<file path="config.mk">
export PLATFORM = sky130hd
export DESIGN_NAME = fetch_queue
export DESIGN_NICKNAME = d
export VERILOG_FILES = /design/src/rtl/fetch_queue.sv
export SDC_FILE = /design/constraint.sdc
export NUM_CORES = 1
export LEC_CHECK = 0
export BUFFER_PORTS_ARGS = -buffer_cell sky130_fd_sc_hd__clkbuf_2
export CAP_MARGIN = 20
export CORE_UTILIZATION = 60
export DETAILED_ROUTE_END_ITERATION = 7
export PLACE_DENSITY = 0.82
export SLEW_MARGIN = 10
export SYNTH_ARGS = -nofsm -noshare
export SYNTH_HDL_FRONTEND = slang
export SYNTH_SLANG_ARGS = --single-unit
</file>
<file path="constraint.sdc">
create_clock -name clk_i -period 11.94 [get_ports clk_i]
set_input_delay 2.388 -clock clk_i [delete_from_list [all_inputs] [get_ports clk_i]]
set_output_delay 2.388 -clock clk_i [all_outputs]
set_load 0.05 [all_outputs]
</file>
<file path="src/rtl/fetch_queue.sv">
// fetch_queue: instruction fetch front end. Owns the fetch PC and drives the
// instruction memory address. Each returned instruction is queued together
// with its PC and presented to IF/ID over a valid/ready handshake. A redirect
// from a later stage flushes the queue and restarts fetch at the new target.
module fetch_queue #(
    parameter int          DEPTH    = 4,
    parameter logic [31:0] RESET_PC = 32'h0000_0000
) (
    input  logic                       clk_i,
    input  logic                       rst_i,
    output logic [31:0]                imem_addr_o,
    input  logic [31:0]                imem_instr_i,
    input  logic                       redirect_i,
    input  logic [31:0]                redirect_pc_i,
    output logic                       out_valid_o,
    input  logic                       out_ready_i,
    output logic [31:0]                out_pc_o,
    output logic [31:0]                out_instr_o,
    output logic [$clog2(DEPTH):0]     count_o
);

    localparam int PW = $clog2(DEPTH);
    localparam int CW = PW + 1;

    logic [31:0]   fetch_pc_q, fetch_pc_d;
    logic [PW-1:0] wr_ptr_q, wr_ptr_d;
    logic [PW-1:0] rd_ptr_q, rd_ptr_d;
    logic [CW-1:0] count_q, count_d;
    logic [31:0]   pc_q    [DEPTH];
    logic [31:0]   instr_q [DEPTH];

    logic pop_s;
    logic push_s;
    logic full_s;
    logic [31:0] redirect_target_s;

    // Handshake qualifiers; valid comes only from registered occupancy so it
    // never depends combinationally on out_ready_i.
    assign out_valid_o = (count_q != {CW{1'b0}});
    assign full_s      = (count_q == CW'(DEPTH));
    assign pop_s       = out_valid_o & out_ready_i;
    // A pop while full frees the slot being written, so fetch never bubbles.
    assign push_s      = ~redirect_i & (~full_s | pop_s);

    // The low address bits of a redirect target are forced to zero.
    assign redirect_target_s = {redirect_pc_i[31:2], redirect_pc_i[1:0] & 2'b00};

    assign imem_addr_o = fetch_pc_q;
    assign out_pc_o    = pc_q[rd_ptr_q];
    assign out_instr_o = instr_q[rd_ptr_q];
    assign count_o     = count_q;

    // Next-state for fetch PC, pointers and occupancy (redirect flushes all).
    always_comb begin
        fetch_pc_d = fetch_pc_q;
        wr_ptr_d   = wr_ptr_q;
        rd_ptr_d   = rd_ptr_q;
        count_d    = count_q;
        if (redirect_i) begin
            fetch_pc_d = redirect_target_s;
            wr_ptr_d   = {PW{1'b0}};
            rd_ptr_d   = {PW{1'b0}};
            count_d    = {CW{1'b0}};
        end else begin
            if (push_s) begin
                wr_ptr_d   = wr_ptr_q + PW'(1);
                fetch_pc_d = fetch_pc_q + 32'd4;
            end else begin
                wr_ptr_d   = wr_ptr_q;
                fetch_pc_d = fetch_pc_q;
            end
            if (pop_s) begin
                rd_ptr_d = rd_ptr_q + PW'(1);
            end else begin
                rd_ptr_d = rd_ptr_q;
            end
            case ({push_s, pop_s})
                2'b10:   count_d = count_q + CW'(1);
                2'b01:   count_d = count_q - CW'(1);
                default: count_d = count_q;
            endcase
        end
    end

    // Control state register with synchronous reset.
    always_ff @(posedge clk_i) begin
        if (rst_i) begin
            fetch_pc_q <= RESET_PC;
            wr_ptr_q   <= {PW{1'b0}};
            rd_ptr_q   <= {PW{1'b0}};
            count_q    <= {CW{1'b0}};
        end else begin
            fetch_pc_q <= fetch_pc_d;
            wr_ptr_q   <= wr_ptr_d;
            rd_ptr_q   <= rd_ptr_d;
            count_q    <= count_d;
        end
    end

    // Entry storage: cleared on reset, written with {PC, instruction} on push.
    always_ff @(posedge clk_i) begin
        if (rst_i) begin
            for (int i = 0; i < DEPTH; i++) begin
                pc_q[i]    <= 32'h0000_0000;
                instr_q[i] <= 32'h0000_0000;
            end
        end else if (push_s) begin
            pc_q[wr_ptr_q]    <= fetch_pc_q;
            instr_q[wr_ptr_q] <= imem_instr_i;
        end
    end

endmodule
</file>
Word-level counts from Yosys, hierarchy flattened. Memory sizes are Yosys's and may differ from the RTL's. A register that Yosys moved wholly into a read port is not among the register bits. Index checks and enable logic that the tools add are counted.

Flip-flop bits (word level): 39. Bits in writable memories: 256. Bits of input ports: 68. Memories: 2.

Memories: instr_q (depth 4, bits a word 32, rd ports 1, clocked after Yosys merged registers in 1, write ports 4, line 30) `logic [31:0] instr_q [DEPTH];`; pc_q (depth 4, bits a word 32, rd ports 1, clocked after Yosys merged registers in 1, write ports 4, line 29) `logic [31:0] pc_q [DEPTH];`.

Add/sub/neg operators: 5. Eq/ne operators: 3. Muxes and demuxes: 18. Bitwise gates (word level): 5. Reduce and logical (&&, ||, !) cells: 6.

Operator list (count): 32-bit 2-to-1 mux (4); 32-bit OR reduction (2); 32-bit by 3-bit adder with 32-bit output, second input constant (1); 2-bit 2-to-1 mux (6); 1-bit 2-to-1 mux (7); 3-bit case mux with 2 select lines (1); 2-bit by 1-bit adder with 2-bit output, second input constant (2); 2-bit nonzero test (2); 3-bit by 1-bit adder with 3-bit output, second input constant (1); 3-bit equality test, second input constant (1); 3-bit nonzero test (1); 3-bit by 1-bit subtractor with 3-bit output, second input constant (1); 1-bit bitwise AND (2); 2-bit by 1-bit equality test with 1-bit output, second input constant (1); 2-bit equality test, second input constant (1); 1-bit NOT (2); 2-bit OR reduction (1); 1-bit OR (1).

Logic depth before layout (Yosys ltp).
Depth in word-level cells: 9. Depth in mapped cells: 10.

Least setup slack after synthesis. Ideal clock, no wire load.

Path type: input to register. From: input port redirect_i. To: memory instr_q[2][0], enable pin. Setup time: 0.573 ns. Arrival time: 7.527 ns. Required time: 11.367 ns. Path slack: 3.840 ns. Stages on the path: 5. Buffers on the path: 2. Cell sequence: clkbuf_1 > clkbuf_1 > nor2_1 > inv_1 > o31ai_1.

RTL lines: start: declaration (line 13) `input logic redirect_i,`; end: declaration (line 30).

==> impl_results.md <==
- Post-synthesis instance total: about 900
- Slew HR: 0.318
- Worst-path maximum fanout: 47
- Dpl hpwl: roughly 17000 um
- Postcts setup bufs: 0
- RSZ-0062 raised after global routing: no
- Register area share after synthesis: 0.636
- YS warnings: 0
- Worst-Skew Late Latency: about 0.54 ns
- CP startpoint kind: flip-flop
- Logic pwr share: 0.100
- Inserted Diodes: 0
- Area growth syn-to-layout: 16.2%
- Critical path class: flip-flop to primary output
- Ranking of synthesized cells by area: edfxtp_1 (58%), mux4_2 (11%), and2_1 (8.9%)
- CP arrival: around 2.9 ns
- Worst-Margin Slew: approximately 1.0 ns
- H-Tree Level Count: 1
- Power Internal: around 1.9 mW
- Worst r2r dst: instr_q[0][18]
- Sequential Power Share: 0.480
- Die ar.: ~22000 um2
- Placed inst area: roughly 14000 um2
- GRT overflow: 0
- Cts repair resizes: 0
- Final non-filler cell total: ~1300
- Max incr delay on CP: a little over 0.8 ns
- Post-DR vias/cell: roughly 6.2
- Status: complete, no violations
- Crit end category: primary output
- DRC violations left: 0
- Pwr Density: 164 nW/um2
- First-pass GRT wire length: between 40000 and 50000 um
- Filler cells: roughly 1400
- Clock power share: 0.420
- DRT Pass-1 Iters: 5
- Vias post-DR: just over 8000
- Mean Syn Cell Area: ~14 um2
- Post-CTS Hold Buffers: 0
- Dpl cells: between 1000 and 1500
- Final period util: 0.441
- Final GP Congestion: roughly 0.85
- Area of the core: approximately 21000 um2
- Worst r2r src: count_o[0]
- Worst hold start: rd_ptr_q[1]
- Num CTS Buffers: 28
- Top Ports: about 170
- Drt total wl: around 30000 um
- Largest net degree at the start of global routing: between 70 and 80
- Final Critical Period: ~5.3 ns
- Fin. Hold Viols: 0
- Die height: ~150 um
- Critical path, cell by cell: buf_4 > mux4_2 > clkbuf_2
- Initial drt markers: between 700 and 800
- Root Driver: clkbuf_16
- Final nets: roughly 1100
- Post-route ant nets: 0
- Leakage: a little under 6 nW
- Number of global-route vias before repair: 8229
- CP required: 9.55 ns
- Maxcap violations: 0
- F_max: approximately 190 MHz
- Final hold slack: between 0.5 and 0.6 ns
- Die width: approximately 150 um
- Layout cell share with drive strength beyond 1: 0.287
- Critical-path top delay cell: buf_4
- NetSw: approximately 0.58 mW
- Primary FF master, synth: edfxtp_1
- CTS max path bufs: 3
- Netlist cell types: 50
- I/O Buffers: 161
- Area leader, netlist: edfxtp_1
- TritonCTS Sinks: 287
- Reg2Reg Depth: 5
- Initial Util: 0.613
- Std cell rows: 53
- Yosys reg bits: about 290
- Worst VDD drop: around 0.10 mV
- Setup TNS: 0 ns
- Hold Path Stages: 2
- Sw frac: 0.237
- Synthesized cell area: 12900 um2
- Async S/R FF share, synth: 0
- Routed len/inst: 22.6 um
- EDFF count, synth: ~250
- Layout Skew: around 0.016 ns
- Post-synth top area share: 0.576
- Final setup fails: 0
- Final core occ: 0.713
- Final-report max-slew violation count: 0
- GRT Total Usage: 0.278
- FF-to-FF setup slack: around 8.6 ns
- Design area: 15000 um2
- Antenna violations before repair: 0
- Reg clk slew, reported paths: approximately 0.06 ns
- Min-delay worst type: flip-flop to flip-flop
- TritonCTS clock tree: done
## power by group through the flow
| stage | clock network, mW | logic, mW | registers, mW |
|---|---|---|---|
| 3_5_place_dp | 0 | 0.245 | 1.20 |
| 5_1_grt | 1.08 | 0.259 | 1.19 |
| 3_3_place_gp | 0 | 0.242 | 1.20 |
| 6_report | 1.03 | 0.246 | 1.18 |
| 2_1_floorplan | 0 | 0.159 | 1.21 |
| 4_1_cts | 1.04 | 0.247 | 1.18 |
## cells in the mapped netlist (3+ instances only)
| cell type | number |
|---|---|
| dfxtp_1 | 39 |
| or3_1 | 10 |
| xor2_1 | 9 |
| and2_1 | 183 |
| mux4_2 | 62 |
| or2_2 | 4 |
| o21ai_0 | 12 |
| nor3_1 | 8 |
| a211oi_1 | 10 |
| edfxtp_1 | 248 |
| clkbuf_1 | 61 |
| a311oi_1 | 10 |
| nand4_1 | 16 |
| buf_4 | 5 |
| or4_1 | 7 |
| buf_1 | 10 |
| and4_1 | 3 |
| and3_1 | 60 |
| inv_1 | 12 |
| nand2_1 | 18 |
| a31oi_1 | 3 |
| o31ai_1 | 9 |
| nand3_1 | 15 |
| a21oi_1 | 5 |
| nor2_1 | 38 |
| nor4_1 | 14 |
| buf_2 | 7 |
| xnor2_1 | 6 |
## metrics by stage
step	total power, mW	worst slack, ns
after CTS	2.47	6.58
after global placement	1.44	6.68
final	2.46	6.67
after floorplan	1.37	3.84
after detailed placement	1.45	6.67
after global routing	2.53	6.47
## worst max-delay path: cells and delay by family, from the launching register on
kind | cells | cell delay [ns]
buf+inv | 2 | 1.07
mux | 1 | 0.65
flops | 1 | 0.58
## worst max path at each step
stage | slack [ns] | endpoint | cells past startpoint
after global routing | 6.47 | out_pc_o[16] | 3
final | 6.67 | out_pc_o[16] | 3
after detailed placement | 6.67 | instr_q[0][15] | 6
after CTS | 6.58 | out_pc_o[16] | 3
after floorplan | 3.84 | instr_q[2][0] | 5
after global placement | 6.68 | instr_q[0][16] | 6
## per-layer routing
layer / share of wire / vias up / wire [um] / global-route usage
met1: 0.39 / 4097 / 11800 / 0.372
met4: 0.020 / 0 / 597 / 0.0791
met5: 0 / - / 0 / 0
met2: 0.50 / 414 / 15100 / 0.478
li1: - / 3680 / - / -
met3: 0.087 / 47 / 2620 / 0.0404
## state kept, by name, indices dropped and copies added (netlist names), named ones only
| signal | count |
|---|---|
| count_o | 3 |
| imem_addr_o | 30 |
| instr_q | 128 |
| pc_q | 120 |
| rd_ptr_q | 2 |
| wr_ptr_q | 2 |
## cell families (layout without fill, tap and decap cells)
family | after synthesis | in the layout | synth area share
flip-flops | 287 | 287 | 0.636
XOR/XNOR | 15 | 15 | 0.0102
adder cells (fa/ha/maj) | 3 | 3 | 0.00348
other | 1 | 4 | 0.000290
multiplexers | 62 | 62 | 0.108
AND/OR/NAND/NOR | 386 | 386 | 0.177
AO/OA/AOI/OAI | 61 | 61 | 0.0338
buffers and inverters | 98 | 241 | 0.0308
## layout make-up
| class | instances | area (um2) | area share |
|---|---|---|---|
| Multi-Input combinational cell | 531 | 4390 | 0.292 |
| Clock inverter | 21 | 354 | 0.0236 |
| Inverter | 13 | 48.8 | 0.00325 |
| Tap cell | 275 | 344 | 0.0229 |
| Sequential cell | 287 | 8230 | 0.548 |
| Timing Repair Buffer | 176 | 918 | 0.0611 |
| Clock buffer | 31 | 743 | 0.0495 |
## cells in the final DEF, fill, tap and decap left out, drive strengths merged, types with 3 or more instances in the layout
cell type,n
and2,183
and3,60
a21oi,5
nand3,15
o31ai,9
nor3,8
dfxtp,39
clkinv,10
o21ai,12
or2,4
or3,10
xnor2,6
conb,4
or4,8
and4,3
nand2,18
nor4,14
inv,12
mux4,62
nand4,17
clkbuf,192
bufinv,10
buf,15
nor2,38
a211oi,10
a31oi,3
edfxtp,248
a311oi,10
xor2,9
Power figures use the tool's default switching activity.
